==> config.mk <==
export PLATFORM = sky130hd
export DESIGN_NAME = mc_control_fsm
export DESIGN_NICKNAME = d
export VERILOG_FILES = /design/src/rtl/mc_control_fsm.sv
export SDC_FILE = /design/constraint.sdc
export NUM_CORES = 1
export LEC_CHECK = 0
export CAP_MARGIN = 10
export CORE_MARGIN = 5
export CORE_UTILIZATION = 40
export CTS_CLUSTER_SIZE = 24
export DETAILED_ROUTE_END_ITERATION = 7
export GPL_TIMING_DRIVEN = 0
export PLACE_DENSITY = 0.76
export SYNTH_ARGS = -nofsm -noshare
export SYNTH_HDL_FRONTEND = slang
export SYNTH_SLANG_ARGS = --single-unit
==> constraint.sdc <==
create_clock -name clk -period 1.4 [get_ports clk]
set_input_delay 0.14 -clock clk [delete_from_list [all_inputs] [get_ports clk]]
set_output_delay 0.14 -clock clk [all_outputs]
set_load 0.005 [all_outputs]
==> src/rtl/mc_control_fsm.sv <==
// rtl/mc_control_fsm.sv - multicycle datapath control FSM; optional bne support via MC_CONTROL_BNE_EN
module mc_control_fsm #(
    parameter int STATE_W = 4
) (
    input  logic               clk,
    input  logic               rst,
    input  logic [5:0]         opcode,
    input  logic               zero,
    input  logic               mem_ready,
    output logic               PCwe,
    output logic               IorD,
    output logic               MemRead,
    output logic               MemWrite,
    output logic               IRWrite,
    output logic               RegDst,
    output logic               MemtoReg,
    output logic               RegWrite,
    output logic               ALUSrcA,
    output logic [1:0]         ALUSrcB,
    output logic [1:0]         ALUOp,
    output logic [1:0]         PCSource,
    output logic [STATE_W-1:0] state,
    output logic               illegal
);

    localparam logic [3:0] S_IF    = 4'd0;
    localparam logic [3:0] S_ID    = 4'd1;
    localparam logic [3:0] S_MADDR = 4'd2;
    localparam logic [3:0] S_MRD   = 4'd3;
    localparam logic [3:0] S_MWB   = 4'd4;
    localparam logic [3:0] S_MWR   = 4'd5;
    localparam logic [3:0] S_REX   = 4'd6;
    localparam logic [3:0] S_RWB   = 4'd7;
    localparam logic [3:0] S_BR    = 4'd8;
    localparam logic [3:0] S_JMP   = 4'd9;
    localparam logic [3:0] S_IEX   = 4'd10;
    localparam logic [3:0] S_IWB   = 4'd11;

    localparam logic [5:0] OP_R    = 6'h00;
    localparam logic [5:0] OP_J    = 6'h02;
    localparam logic [5:0] OP_BEQ  = 6'h04;
    localparam logic [5:0] OP_ADDI = 6'h08;
    localparam logic [5:0] OP_LW   = 6'h23;
    localparam logic [5:0] OP_SW   = 6'h2B;

    logic [3:0] state_q, state_d;
    logic       illegal_q, illegal_d;
    logic [3:0] cur;
    logic       is_bne;

`ifdef MC_CONTROL_BNE_EN
    assign is_bne = (opcode == 6'h05);
`else
    assign is_bne = 1'b0;
`endif

    always_comb begin
        state_d   = S_IF;
        illegal_d = illegal_q;
        case (state_q)
            S_IF:    state_d = mem_ready ? S_ID : S_IF;
            S_ID: begin
                case (opcode)
                    OP_LW, OP_SW: state_d = S_MADDR;
                    OP_R:         state_d = S_REX;
                    OP_BEQ:       state_d = S_BR;
                    OP_J:         state_d = S_JMP;
                    OP_ADDI:      state_d = S_IEX;
                    default: begin
                        if (is_bne) begin
                            state_d = S_BR;
                        end else begin
                            state_d   = S_IF;
                            illegal_d = 1'b1;
                        end
                    end
                endcase
            end
            // An opcode that changed away from lw/sw mid-instruction abandons it
            S_MADDR: begin
                if (opcode == OP_LW)      state_d = S_MRD;
                else if (opcode == OP_SW) state_d = S_MWR;
                else                      state_d = S_IF;
            end
            S_MRD:   state_d = mem_ready ? S_MWB : S_MRD;
            S_MWR:   state_d = mem_ready ? S_IF : S_MWR;
            S_REX:   state_d = S_RWB;
            S_IEX:   state_d = S_IWB;
            default: state_d = S_IF;
        endcase
    end

    always_ff @(posedge clk) begin
        if (!rst) begin
            state_q   <= S_IF;
            illegal_q <= 1'b0;
        end else begin
            state_q   <= state_d;
            illegal_q <= illegal_d;
        end
    end

    // While reset is held the outputs already show the fetch decode
    assign cur     = rst ? state_q : S_IF;
    assign state   = STATE_W'(cur);
    assign illegal = illegal_q & rst;

    always_comb begin
        PCwe     = 1'b0;
        IorD     = 1'b0;
        MemRead  = 1'b0;
        MemWrite = 1'b0;
        IRWrite  = 1'b0;
        RegDst   = 1'b0;
        MemtoReg = 1'b0;
        RegWrite = 1'b0;
        ALUSrcA  = 1'b0;
        ALUSrcB  = 2'b00;
        ALUOp    = 2'b00;
        PCSource = 2'b00;
        case (cur)
            S_IF: begin
                MemRead = 1'b1;
                ALUSrcB = 2'b01;
                IRWrite = mem_ready;
                PCwe    = mem_ready;
            end
            S_ID:    ALUSrcB = 2'b11;
            S_MADDR, S_IEX: begin
                ALUSrcA = 1'b1;
                ALUSrcB = 2'b10;
            end
            S_MRD: begin
                MemRead = 1'b1;
                IorD    = 1'b1;
            end
            S_MWR: begin
                MemWrite = 1'b1;
                IorD     = 1'b1;
            end
            S_MWB: begin
                RegWrite = 1'b1;
                MemtoReg = 1'b1;
            end
            S_REX: begin
                ALUSrcA = 1'b1;
                ALUOp   = 2'b10;
            end
            S_RWB: begin
                RegWrite = 1'b1;
                RegDst   = 1'b1;
            end
            S_IWB:   RegWrite = 1'b1;
            S_BR: begin
                ALUSrcA  = 1'b1;
                ALUOp    = 2'b01;
                PCSource = 2'b01;
                PCwe     = is_bne ? ~zero : zero;
            end
            S_JMP: begin
                PCSource = 2'b10;
                PCwe     = 1'b1;
            end
            default: ;
        endcase
    end

endmodule

# --- After elaboration in Yosys (flattened, before gate mapping) ---
# Index checks and enable logic that the tools add are counted.
op_classes:
  n_eq_ne: 22
  muxes: 20
  bitwise: 2
  reduce_logical: 11
op_table:
  columns: ["op", "n"]
  rows:
  - ["4-bit case mux with 7 select lines", 1]
  - ["4-bit by 3-bit equality test with 1-bit output, second input constant", 6]
  - ["4-bit equality test, second input constant", 5]
  - ["4-bit case mux with 5 select lines", 1]
  - ["4-bit by 2-bit equality test with 1-bit output, second input constant", 4]
  - ["6-bit equality test, second input constant", 2]
  - ["3-bit two-way mux", 4]
  - ["1-bit two-way mux", 9]
  - ["4-bit by 1-bit equality test with 1-bit output, second input constant", 2]
  - ["4-bit zero test", 2]
  - ["2-bit case mux with 2 select lines", 2]
  - ["2-bit OR reduction", 4]
  - ["6-bit by 2-bit equality test with 1-bit output, second input constant", 1]
  - ["6-bit by 3-bit equality test with 1-bit output, second input constant", 1]
  - ["6-bit by 4-bit equality test with 1-bit output, second input constant", 1]
  - ["6-bit zero test", 1]
  - ["2-bit case mux with 3 select lines", 1]
  - ["6-bit OR reduction", 1]
  - ["4-bit two-way mux", 1]
  - ["4-bit OR reduction", 1]
  - ["1-bit case mux with 3 select lines", 1]
  - ["3-bit OR reduction", 1]
  - ["2-bit AND reduction", 1]
  - ["1-bit bitwise AND", 1]
  - ["1-bit inverter", 1]
word_totals:
  regBits: 5
  input_bits: 10
  out_inout_bits: 20

# --- Longest topological paths before layout ---
logic_depth:
  ltp_word: 4
  depth_mapped: 6
  mapped_depth_nobuf: 4

# --- Least setup slack after synthesis ---
# Ideal clock, no wire load.
synth_timing:
  path_type: "register to output"
  startpoint: "register state_q[0]"
  endpoint: "output port PCwe"
  t_arrival_ps: 1124
  required_time_ps: 1260
  slack_ps: 136
  stages_incl_launch_ff: 6
  path_buffers: 2
  path_cell_list: "dfxtp_1 > buf_4 > buf_2 > nand2_1 > and3_1 > a211o_1"
synth_via:
  elab_chain_len: 3
  word_cells_on_any_way: 5
  classes_between: "eq/ne (2); mux (2); reduce/logical (1)"
synth_lines:
  columns: ["item", "line_no", "text"]
  rows:
  - ["from (decl)", "46", "logic [3:0] state_q, state_d;"]
  - ["from (signal assigned)", "98", "state_q <= state_d;"]
  - ["4-bit two-way mux *", "104", "assign cur = rst ? state_q : S_IF;"]
  - ["4-bit equality test / 4-bit zero test (equally long branches)", "121", "case (cur)"]
  - ["1-bit case mux with 3 select lines *", "121", null]
  - ["to (decl)", "10", "output logic PCwe,"]
# Every way passes the cells marked *; elsewhere a longest branch is shown, timed or not.

# --- Worst setup path in the final report ---
layout_timing:
  startpoint: "register state_q[0]"
  endpoint: "output port RegWrite"
layout_via:
  elab_chain_len: 4
  word_cells_on_any_way: 6
  classes_between: "eq/ne (3); mux (2); reduce/logical (1)"
layout_lines:
  columns: ["item", "line_no", "text"]
  rows:
  - ["4-bit two-way mux *", "104", null]
  - ["4-bit equality test / 4-bit by 3-bit equality test with 1-bit output (equally long branches)", "121", null]
  - ["3-bit OR reduction (no line) *", null, null]
  - ["1-bit two-way mux *", "121", null]
  - ["to (decl)", "17", "output logic RegWrite,"]
# Marked as above.

==> flow_summary.ini <==
[yosys]
yosys.area.top_type = dfxtp_1
ys_types = 41
synthesis.area_sq_um = 633
synth.top_cell.area_share_pct = 15.8
synth_fa_ha_area_share_pct = 0
synth_common_cells = 10 x nor2_1, 7 x nand2_1, 5 x and2_1, 5 x dfxtp_1, 4 x buf_2
synth_mux_area_share_pct = 0
yosysWarnings = 0
synth-simple-area-share_pct = 44.1
syn_area_per_cell_sq_um = 7.19
ys_seq_area_share_pct = 15.8
synth_nets = 98
syn_inst = 88
synth_compound_area_share_pct = 25.1
synth_top_family_by_area = simple AND/OR/NAND/NOR gates
synth_flop_cell = dfxtp_1
synthArstFlopShare_pct = 0
synthXorXnorAreaFrac_pct = 4.15
ys_seq_elements = 5
synth_edf_count = 0
synth_most_common_cell = nor2_1
synth_area_leaders = dfxtp_1 16%, nor2_1 5.9%, and2_1 4.9%

[setup_path]
path_cells = buf_6 > buf_6 > nor4_4 > a31oi_1 > nor2_1 > buf_2
path_buf_inv = 3
slowest_stage = dfxtp_4
path_delay_family = simple AND/OR/NAND/NOR gates
arrival_ns = 1.45
start_kind = register
cp_max_fo = 5
path_class = reg -> out
crit_required_ns = 1.26
crit_path_end_kind = output pin
max_stage_delay_ns = 0.35
cp_common_cell = buf_6

[place]
dpl.hpwl_um = 1470
dpl_cell_area_sq_um = 933
place_ws_ns = -0.414
place_congestion = 0.833
port_buffers = 28

[sta]
timing_hold_violations_final = 0
min_period_over_period_pct = 114
fin_skew_ns = 0.000430
min_period_ns = 1.59
layout_setup_ws_ns = -0.194
rsz0062_at_grt = true
worst_pin_slew_ns = 0.379
final_max_slew_viol_count = 0
clock.fmax_mhz = 627
holdWs_ns = 0.292
finalSetupViolations = 13
slew-limit-headroom_pct = 74.7

[grt]
grt_pass1_wl_um = 4280
grt_use_total_pct = 21.5
grt_pass1_vias = 939
grt_max_degree = 10
gr-total-overflow = 0
antenna_found_initial = 0

[layout]
layout.nets = 156
diodes = 0
post-route-util_pct = 92.4
syn2layout_area_growth_pct = 120
layout-drive-gt1-share_pct = 59.3
n_fill_cell = 53
fin_area_sq_mm = 0.00139

[clock_tree]
cts_tree = yes
cts_max_path_buffers = 2
cts_root_buf = clkbuf_4
cts_hold_buffers = 0
clk_pin_slew_worst_paths_ns = 0.04
cts.sinks = 5
htree_num_levels = 1
cts_buffers = 3
clk_latency_ns = 0.24

[die]
die_w_um = 49.8
pin_count = 30
start_util_pct = 42.0
core_sq_mm = 0.00151
die_h_um = 49.8
std_cell_rows = 14
die-area_sq_mm = 0.00248

[detailed_routing]
vias_per_cell = 6.29
post_drt_wl_per_cell_um = 20.9
num_vias = 1012
post-route-drc-count = 0
dr.pass1.iters = 4
ant_nets = 0
dr.first_iter.drc_count = 40
postRouteWirelength_um = 3370

[power_and_ir_drop]
power_density_mw_per_mm2 = 414
leakagePower_nw = 0.593
ir_drop_mv = 0.733

[run]
maxCapViolCount = 0

[status]
violations = negative setup slack
outcome = complete, but fails checks

[hold_path]
min_path_type = in -> reg
-- state kept, by name, summed over array words and instances, names as in the netlist --
| register | cells |
|---|---|
| state_q | 4 |
| illegal_q | 1 |
-- cells in the final DEF, fill, tap and decap left out, types with 2 or more instances in the layout --
master	synthesis	final
a21oi_1	3	3
a31oi_1	3	3
and2_1	5	5
buf_2	4	12
buf_4	3	15
buf_6	1	13
buf_8	0	3
clkbuf_4	0	3
clkdlybuf4s50_1	0	9
dfxtp_4	0	3
dlygate4sd2_1	0	5
inv_1	3	3
nand2_1	7	4
nand2_2	0	3
nand2b_4	1	3
nand4_1	2	2
nor2_1	10	3
nor2_2	0	5
nor2_4	0	2
nor2b_2	0	2
nor4b_4	0	2
o21ai_0	3	2
o21ai_2	0	2
-- final timing paths --
check	start	end	slack, ns	depth (start not counted)
worst max-delay path	state_q[0]$_SDFF_PN0_	RegWrite	-0.19	6
worst min register to register	illegal_q$_SDFFE_PN0P_	illegal_q$_SDFFE_PN0P_	0.49	2
worst min-delay path	rst	state_q[2]$_SDFF_PN0_	0.29	3
worst max register to register	state_q[0]$_SDFF_PN0_	state_q[1]$_SDFF_PN0_	-0.07	6
-- metal layers --
metal / global-route usage (%) / wire, um
met4: 4.80 / 153
met3: 7.53 / 259
met2: 38.3 / 1730
met1: 24.1 / 1220
met5: 0 / 0
-- layout make-up --
type / instances / area (sq um) / share of cell area, %
Buffer: 7 / 80.1 / 5.75
Inverter: 4 / 15.0 / 1.08
Multi-Input combinational cell: 71 / 653 / 46.9
Sequential cell: 5 / 113 / 8.09
Clock buffer: 4 / 26.3 / 1.89
Tap cell: 16 / 20.0 / 1.44
Timing Repair Buffer: 54 / 485 / 34.9
-- what timing repair did --
item | CTS | global route
endpoints found under the setup margin | 19 | 18
cloned | 1 | 0
pin swaps | 9 | 17
resized for setup | 99 | 24
buffers inserted | 20 | 6
-- stage by stage --
| stage | instances | power, W | TNS [ns] |
|---|---|---|---|
| 6_report | 161 | 0.000576 | -0.703 |
| 5_1_grt | 161 | 0.000620 | -1.79 |
| 4_1_cts | 157 | 0.000540 | -0.502 |
| 3_5_place_dp | 132 | 0.000311 | -3.85 |
| 3_3_place_gp | 132 | 0.000308 | -3.20 |
| 2_1_floorplan | 88 | 0.000236 | 0 |
-- cell families (layout without fill, tap and decap cells) --
| logic type | count (synthesis) | count (layout) |
|---|---|---|
| AO/OA/AOI/OAI | 22 | 22 |
| XOR/XNOR | 3 | 3 |
| buffers and inverters | 12 | 69 |
| flip-flops | 5 | 5 |
| AND/OR/NAND/NOR | 46 | 46 |
-- worst min-delay path: stages --
cell	delay, ns
buf_2	0.18
o21ai_2	0.13
a21oi_2	0.04
-- where the power goes --
part / switching (W) / internal [W]
logic: 0.000118 / 0.000139
clock network: 0.0000563 / 0.000108
registers: 0.00000871 / 0.000146
Note: power is estimated with default switching activity, not from simulation.
